--- config.mk ---
export PLATFORM = sky130hd
export DESIGN_NAME = ysyx_22041211_lsu_wb
export DESIGN_NICKNAME = d
export VERILOG_FILES = /design/src/rtl/ysyx_22041211_lsu_wb.sv
export SDC_FILE = /design/constraint.sdc
export NUM_CORES = 1
export LEC_CHECK = 0
export CORE_MARGIN = 10
export CORE_UTILIZATION = 42
export CTS_CLUSTER_SIZE = 24
export DETAILED_ROUTE_END_ITERATION = 10
export GPL_TIMING_DRIVEN = 0
export PLACE_DENSITY = 0.84
export SLEW_MARGIN = 0
export SYNTH_ARGS = -nofsm -noshare
export SYNTH_HDL_FRONTEND = slang
export SYNTH_SLANG_ARGS = --single-unit
--- constraint.sdc ---
create_clock -name clk -period 13.1 [get_ports clk]
set_input_delay 2.62 -clock clk [delete_from_list [all_inputs] [get_ports clk]]
set_output_delay 2.62 -clock clk [all_outputs]
set_load 0.02 [all_outputs]
--- src/rtl/ysyx_22041211_lsu_wb.sv ---
// Load/store and write-back stage. It handles one instruction at a time over a valid/ready
// memory bus, with byte-lane steering, misalignment trapping and a response timeout.
module ysyx_22041211_lsu_wb #(
    parameter int DATA_LEN = 32,
    parameter int ADDR_LEN = 32,
    parameter int TIMEOUT  = 255
) (
    input  logic                  clk,
    input  logic                  rst,
    input  logic                  exu_valid,
    output logic                  wb_ready_o,
    input  logic                  wd_i,
    input  logic [4:0]            wreg_i,
    input  logic [DATA_LEN-1:0]   alu_result_i,
    input  logic [DATA_LEN-1:0]   mem_wdata_i,
    input  logic [2:0]            load_type_i,
    input  logic [1:0]            store_type_i,
    input  logic [DATA_LEN-1:0]   csr_wdata_i,
    output logic                  mem_req_valid,
    input  logic                  mem_req_ready,
    output logic [ADDR_LEN-1:0]   mem_req_addr,
    output logic                  mem_req_wen,
    output logic [DATA_LEN-1:0]   mem_req_wdata,
    output logic [DATA_LEN/8-1:0] mem_req_wstrb,
    input  logic                  mem_rsp_valid,
    input  logic [DATA_LEN-1:0]   mem_rsp_rdata,
    input  logic                  mem_rsp_err,
    output logic                  wb_valid_o,
    output logic                  wd_o,
    output logic [4:0]            wreg_o,
    output logic [DATA_LEN-1:0]   wdata_o,
    output logic [DATA_LEN-1:0]   csr_wdata_o,
    output logic                  finish,
    output logic                  exc_o,
    output logic [1:0]            exc_cause_o
);
    localparam int STRB = DATA_LEN / 8;
    localparam logic [7:0] TO_LAST = 8'(TIMEOUT - 1);

    typedef enum logic [1:0] {IDLE, REQ, RSP, DONE} state_t;
    state_t state, state_nx;

    logic [7:0]          cnt;
    logic                wd_r;
    logic [4:0]          wreg_r;
    logic [DATA_LEN-1:0] alu_r, wdat_r, csr_r;
    logic [2:0]          ld_r;
    logic [1:0]          st_r;

    logic [1:0]          off_in;
    logic                mis_in, mem_in;
    logic [DATA_LEN-1:0] shifted, ext;
    logic [ADDR_LEN-1:0] addr_w;

    logic                cm_en, cm_wd;
    logic [4:0]          cm_wreg;
    logic [DATA_LEN-1:0] cm_data, cm_csr;
    logic [1:0]          cm_cause;

    assign off_in = alu_result_i[1:0];
    assign mis_in = ((load_type_i == 3'd2 || load_type_i == 3'd5 || store_type_i == 2'd2) && off_in == 2'd3)
                 || ((load_type_i == 3'd3 || store_type_i == 2'd3) && off_in != 2'd0);
    assign mem_in = (load_type_i != 3'd0) || (store_type_i != 2'd0);

    // Read data arrives as a full word; bring the addressed byte/half down to lane 0.
    assign shifted = mem_rsp_rdata >> {alu_r[1:0], 3'b000};
    always_comb begin
        ext = shifted;
        case (ld_r)
            3'd1:    ext = {{(DATA_LEN-8){shifted[7]}}, shifted[7:0]};
            3'd2:    ext = {{(DATA_LEN-16){shifted[15]}}, shifted[15:0]};
            3'd4:    ext = {{(DATA_LEN-8){1'b0}}, shifted[7:0]};
            3'd5:    ext = {{(DATA_LEN-16){1'b0}}, shifted[15:0]};
            default: ext = shifted;
        endcase
    end

    assign addr_w        = ADDR_LEN'(alu_r);
    assign mem_req_addr  = {addr_w[ADDR_LEN-1:2], 2'b00};
    assign mem_req_wdata = wdat_r << {alu_r[1:0], 3'b000};
    assign mem_req_wen   = (st_r != 2'd0);
    assign mem_req_valid = (state == REQ);

    always_comb begin
        mem_req_wstrb = '0;
        case (st_r)
            2'd1:    mem_req_wstrb = STRB'(4'b0001) << alu_r[1:0];
            2'd2:    mem_req_wstrb = STRB'(4'b0011) << alu_r[1:0];
            2'd3:    mem_req_wstrb = STRB'(4'b1111);
            default: mem_req_wstrb = '0;
        endcase
    end

    // The commit values are computed on the transition into DONE and registered there.
    always_comb begin
        state_nx = state;
        cm_en    = 1'b0;
        cm_wd    = 1'b0;
        cm_wreg  = wreg_r;
        cm_data  = alu_r;
        cm_csr   = csr_r;
        cm_cause = 2'd0;
        case (state)
            IDLE: if (exu_valid) begin
                cm_wreg = wreg_i;
                cm_data = alu_result_i;
                cm_csr  = csr_wdata_i;
                if (mis_in) begin
                    state_nx = DONE;
                    cm_en    = 1'b1;
                    cm_cause = 2'd1;
                end else if (mem_in) begin
                    state_nx = REQ;
                end else begin
                    state_nx = DONE;
                    cm_en    = 1'b1;
                    cm_wd    = wd_i;
                end
            end
            REQ: if (mem_req_ready) state_nx = RSP;
            RSP: begin
                if (mem_rsp_valid) begin
                    state_nx = DONE;
                    cm_en    = 1'b1;
                    cm_data  = (ld_r != 3'd0) ? ext : alu_r;
                    cm_wd    = wd_r & ~mem_rsp_err;
                    cm_cause = mem_rsp_err ? 2'd2 : 2'd0;
                end else if (TIMEOUT != 0 && cnt == TO_LAST) begin
                    state_nx = DONE;
                    cm_en    = 1'b1;
                    cm_cause = 2'd3;
                end
            end
            DONE: state_nx = IDLE;
            default: state_nx = IDLE;
        endcase
    end

    always_ff @(posedge clk or posedge rst) begin
        if (rst) state <= IDLE;
        else     state <= state_nx;
    end

    always_ff @(posedge clk or posedge rst) begin
        if (rst) begin
            cnt    <= '0;
            wd_r   <= 1'b0;
            wreg_r <= '0;
            alu_r  <= '0;
            wdat_r <= '0;
            csr_r  <= '0;
            ld_r   <= '0;
            st_r   <= '0;
        end else begin
            cnt <= (state == RSP && state_nx == RSP) ? cnt + 8'd1 : 8'd0;
            if (state == IDLE && exu_valid) begin
                wd_r   <= wd_i;
                wreg_r <= wreg_i;
                alu_r  <= alu_result_i;
                wdat_r <= mem_wdata_i;
                csr_r  <= csr_wdata_i;
                ld_r   <= load_type_i;
                st_r   <= store_type_i;
            end
        end
    end

    always_ff @(posedge clk or posedge rst) begin
        if (rst) begin
            wd_o        <= 1'b0;
            wreg_o      <= '0;
            wdata_o     <= '0;
            csr_wdata_o <= '0;
            exc_cause_o <= '0;
        end else if (cm_en) begin
            wd_o        <= cm_wd;
            wreg_o      <= cm_wreg;
            wdata_o     <= cm_data;
            csr_wdata_o <= cm_csr;
            exc_cause_o <= cm_cause;
        end
    end

    assign wb_ready_o = (state == IDLE);
    assign wb_valid_o = (state == DONE);
    assign finish     = (state == DONE);
    assign exc_o      = (state == DONE) && (exc_cause_o != 2'd0);
endmodule

==> flow_metrics.tcl <==
set metrics [dict create \
    nFillCells 1908 \
    power_density_mw_per_mm2 263 \
    hpwl_mm 26.7 \
    hp-start "csr_r[17]" \
    holdPathEnd "csr_r[17]" \
    io_buffers 288 \
    slew_headroom 0.440 \
    synth_seq_cells 189 \
    dr.pass1.iters 5 \
    totalWireLength_mm 35.0 \
    wl_per_cell_um 21.1 \
    min_path_type "flop to flop" \
    timing.rr.start "state[0]" \
    cts-htree-levels 4 \
    criticalPathCategory "flop to output pin" \
    run_status "finished, final reports clean" \
    synth_edf_count 0 \
    fp.dieArea_sq_mm 0.0293 \
    arrival_ns 3.57 \
    dr_total_vias 8957 \
    cp_max_fo 10 \
    synth.cell_area_sq_mm 0.00961 \
    gp_congestion 0.913 \
    die_y_um 171 \
    syn_inst 1043 \
    core_area_sq_mm 0.0226 \
    cts_setup_buffers 0 \
    fin_ws_ns 6.91 \
    area_growth_syn_to_layout_pct 40.7 \
    r2r_end "exc_cause_o[0]" \
    ys_warn_count 0 \
    finalPower_w 0.00356 \
    clk-insertion-delay-late_ns 0.43 \
    initial_core_util 0.426 \
    cp-end-kind "output pin" \
    clock_skew_ns 0.0116 \
    rsz0062_at_grt "no" \
    setup_tns_ns 0 \
    synth.avg_cell_area_sq_um 9.21 \
    synthArstFlopShare 1.00 \
    hold_path_depth 2 \
    fmax_mhz 161 \
    clkTransAtPathRegs_ns 0.08 \
    ys_seq_area_frac 0.492 \
    pre_cts_ws_ns 7.38 \
    timing.final.crit_share 0.473 \
    slew_violations 0 \
    cap_violations 0 \
    worst_ir_drop_vdd_uv 207 \
    grt_pass1_wl_mm 52.0 \
    cts.path.max_buffers 2 \
    hold_buffers 0 \
    final_core_util 0.599 \
    numCtsBuffers 17 \
    grt_max_degree 99 \
    setup-violations-final 0 \
    hold_viol 0 \
    grt_pass1_vias 9002 \
    die_w_um 171 \
    cts_resized 0 \
    layout.nets 1503 \
    drc 0 \
    synth_ff_type "dfrtp_1" \
    via_per_inst 5.40 \
    drtIter0Drc 964 \
    ff2ff_setup_slack_ns 10.25 \
    overflow 0 \
    cts_tree "built" \
    synth.distinct_cells 52 \
    io_pins 291 \
    crit_required_ns 10.48 \
    worstMarginPinSlew_ns 0.839 \
    drive_gt1_frac 0.116 \
    final.min_clock_period_ns 6.19 \
    reg2reg_depth 6 \
    cp-start-kind "flop" \
    p_leak_nw 6.15 \
    rows 55 \
    grt_usage 0.231 \
    antenna_found_initial 10 \
    root_buffer "clkbuf_16" \
    drtAntennaViolNets 0 \
    cts.sinks 189 \
]
[routing by layer]
metal / up-vias / part of all wire / track usage
li1: 4095 / - / -
met1: 4313 / 0.40 / 0.278
met2: 473 / 0.46 / 0.373
met3: 70 / 0.10 / 0.0786
met4: 6 / 0.037 / 0.0934
met5: - / 0.0012 / 0
[report_power, final]
part / internal, W / switching [W]
combinational: 0.000892 / 0.00112
clock: 0.000262 / 0.000270
sequential: 0.000845 / 0.000168
total: 0.00200 / 0.00156
[synthesized netlist by cell type, types with 7 or more instances]
cell type | number | area (sq um)
nand2_1 | 352 | 1320
dfrtp_1 | 189 | 4730
mux2_2 | 71 | 800
nor2_1 | 52 | 195
mux2i_1 | 39 | 390
clkbuf_1 | 37 | 139
buf_4 | 33 | 248
o21ai_0 | 32 | 160
nor2b_1 | 29 | 181
a211oi_1 | 27 | 203
a21oi_1 | 20 | 100
a31oi_1 | 16 | 100
buf_2 | 15 | 75.1
and2_1 | 14 | 87.6
buf_1 | 13 | 48.8
o211ai_1 | 10 | 75.1
a221o_1 | 8 | 80.1
inv_1 | 8 | 30.0
or3_1 | 7 | 43.8
[registers in the layout, indices dropped and copies added, names as in the netlist, 2 cells and up]
name and count:
wdata_o 32, wreg_o 5, cnt 8, st_r 2, exc_cause_o 2, state 2, ld_r 3, wreg_r 5
wdat_r 32, csr_wdata_o 32, addr_w 32, csr_r 32
[cell usage in the layout (no fill, tap or decap), types with 6 or more instances in the layout]
cell type          n
mux2_2            71
ha_1               6
a31oi_1           16
nor2_1            52
buf_2             15
clkbuf_1          37
clkdlybuf4s50_1  288
dfrtp_1          189
nand2_1          352
clkbuf_16         17
a211oi_1          27
buf_1             13
mux2i_1           39
o211ai_1          10
buf_4             33
and2_1            14
a21oi_1           20
nor2b_1           29
a221o_1            8
inv_1              7
o21ai_0           32
diode_2            8
or3_1              7
nor3_1             6
[how the worst max path moves through the flow]
stage,from,to,depth (start not counted)
floorplan,rst,addr_w[0],1
global placement,rst,wdata_o[10],2
detailed placement,addr_w[0],mem_req_wstrb[3],7
CTS,addr_w[0],mem_req_wstrb[3],7
global route,addr_w[0],mem_req_wdata[28],7
finish,addr_w[0],mem_req_wdata[28],7
[stage by stage]
step                hold slack (ns)  area (sq um)  std cells
floorplan                     0.437          9610       1044
global placement              0.448         12900       1617
detailed placement            0.454         12900       1618
CTS                           0.474         13500       1650
global route                  0.498         13500       1654
finish                        0.469         13500       1658
[final cells by class]
| type | instances | area [sq um] | area share |
|---|---|---|---|
| multi-input combinational | 747 | 4320 | 0.320 |
| buffer | 100 | 533 | 0.0394 |
| timing repair buffer | 289 | 2910 | 0.215 |
| tap | 285 | 357 | 0.0264 |
| sequential | 189 | 4730 | 0.350 |
| clock inverter | 15 | 185 | 0.0137 |
| clock buffer | 17 | 425 | 0.0315 |
| inverter | 8 | 37.5 | 0.00278 |
| antenna | 8 | 20.0 | 0.00148 |
[critical path, stage by stage, from the launching register on]
cell             delay (ns)
dfrtp_1                0.32
clkbuf_1               0.33
buf_2                  0.35
buf_1                  0.60
clkbuf_1               0.56
a211oi_1               0.17
a21oi_1                0.18
clkdlybuf4s50_1        0.64
[kinds of logic (layout without fill, tap and decap cells)]
| logic type | Yosys count | after routing | synth area share |
|---|---|---|---|
| AO/OA/AOI/OAI | 140 | 140 | 0.0996 |
| multiplexers | 111 | 111 | 0.126 |
| other | 1 | 10 | 0.000390 |
| XOR/XNOR | 7 | 7 | 0.00638 |
| adder cells (fa/ha/maj) | 6 | 6 | 0.00781 |
| AND/OR/NAND/NOR | 481 | 481 | 0.209 |
| buffers and inverters | 108 | 429 | 0.0586 |
| flip-flops | 189 | 189 | 0.492 |
Power figures use the tool's default switching activity.
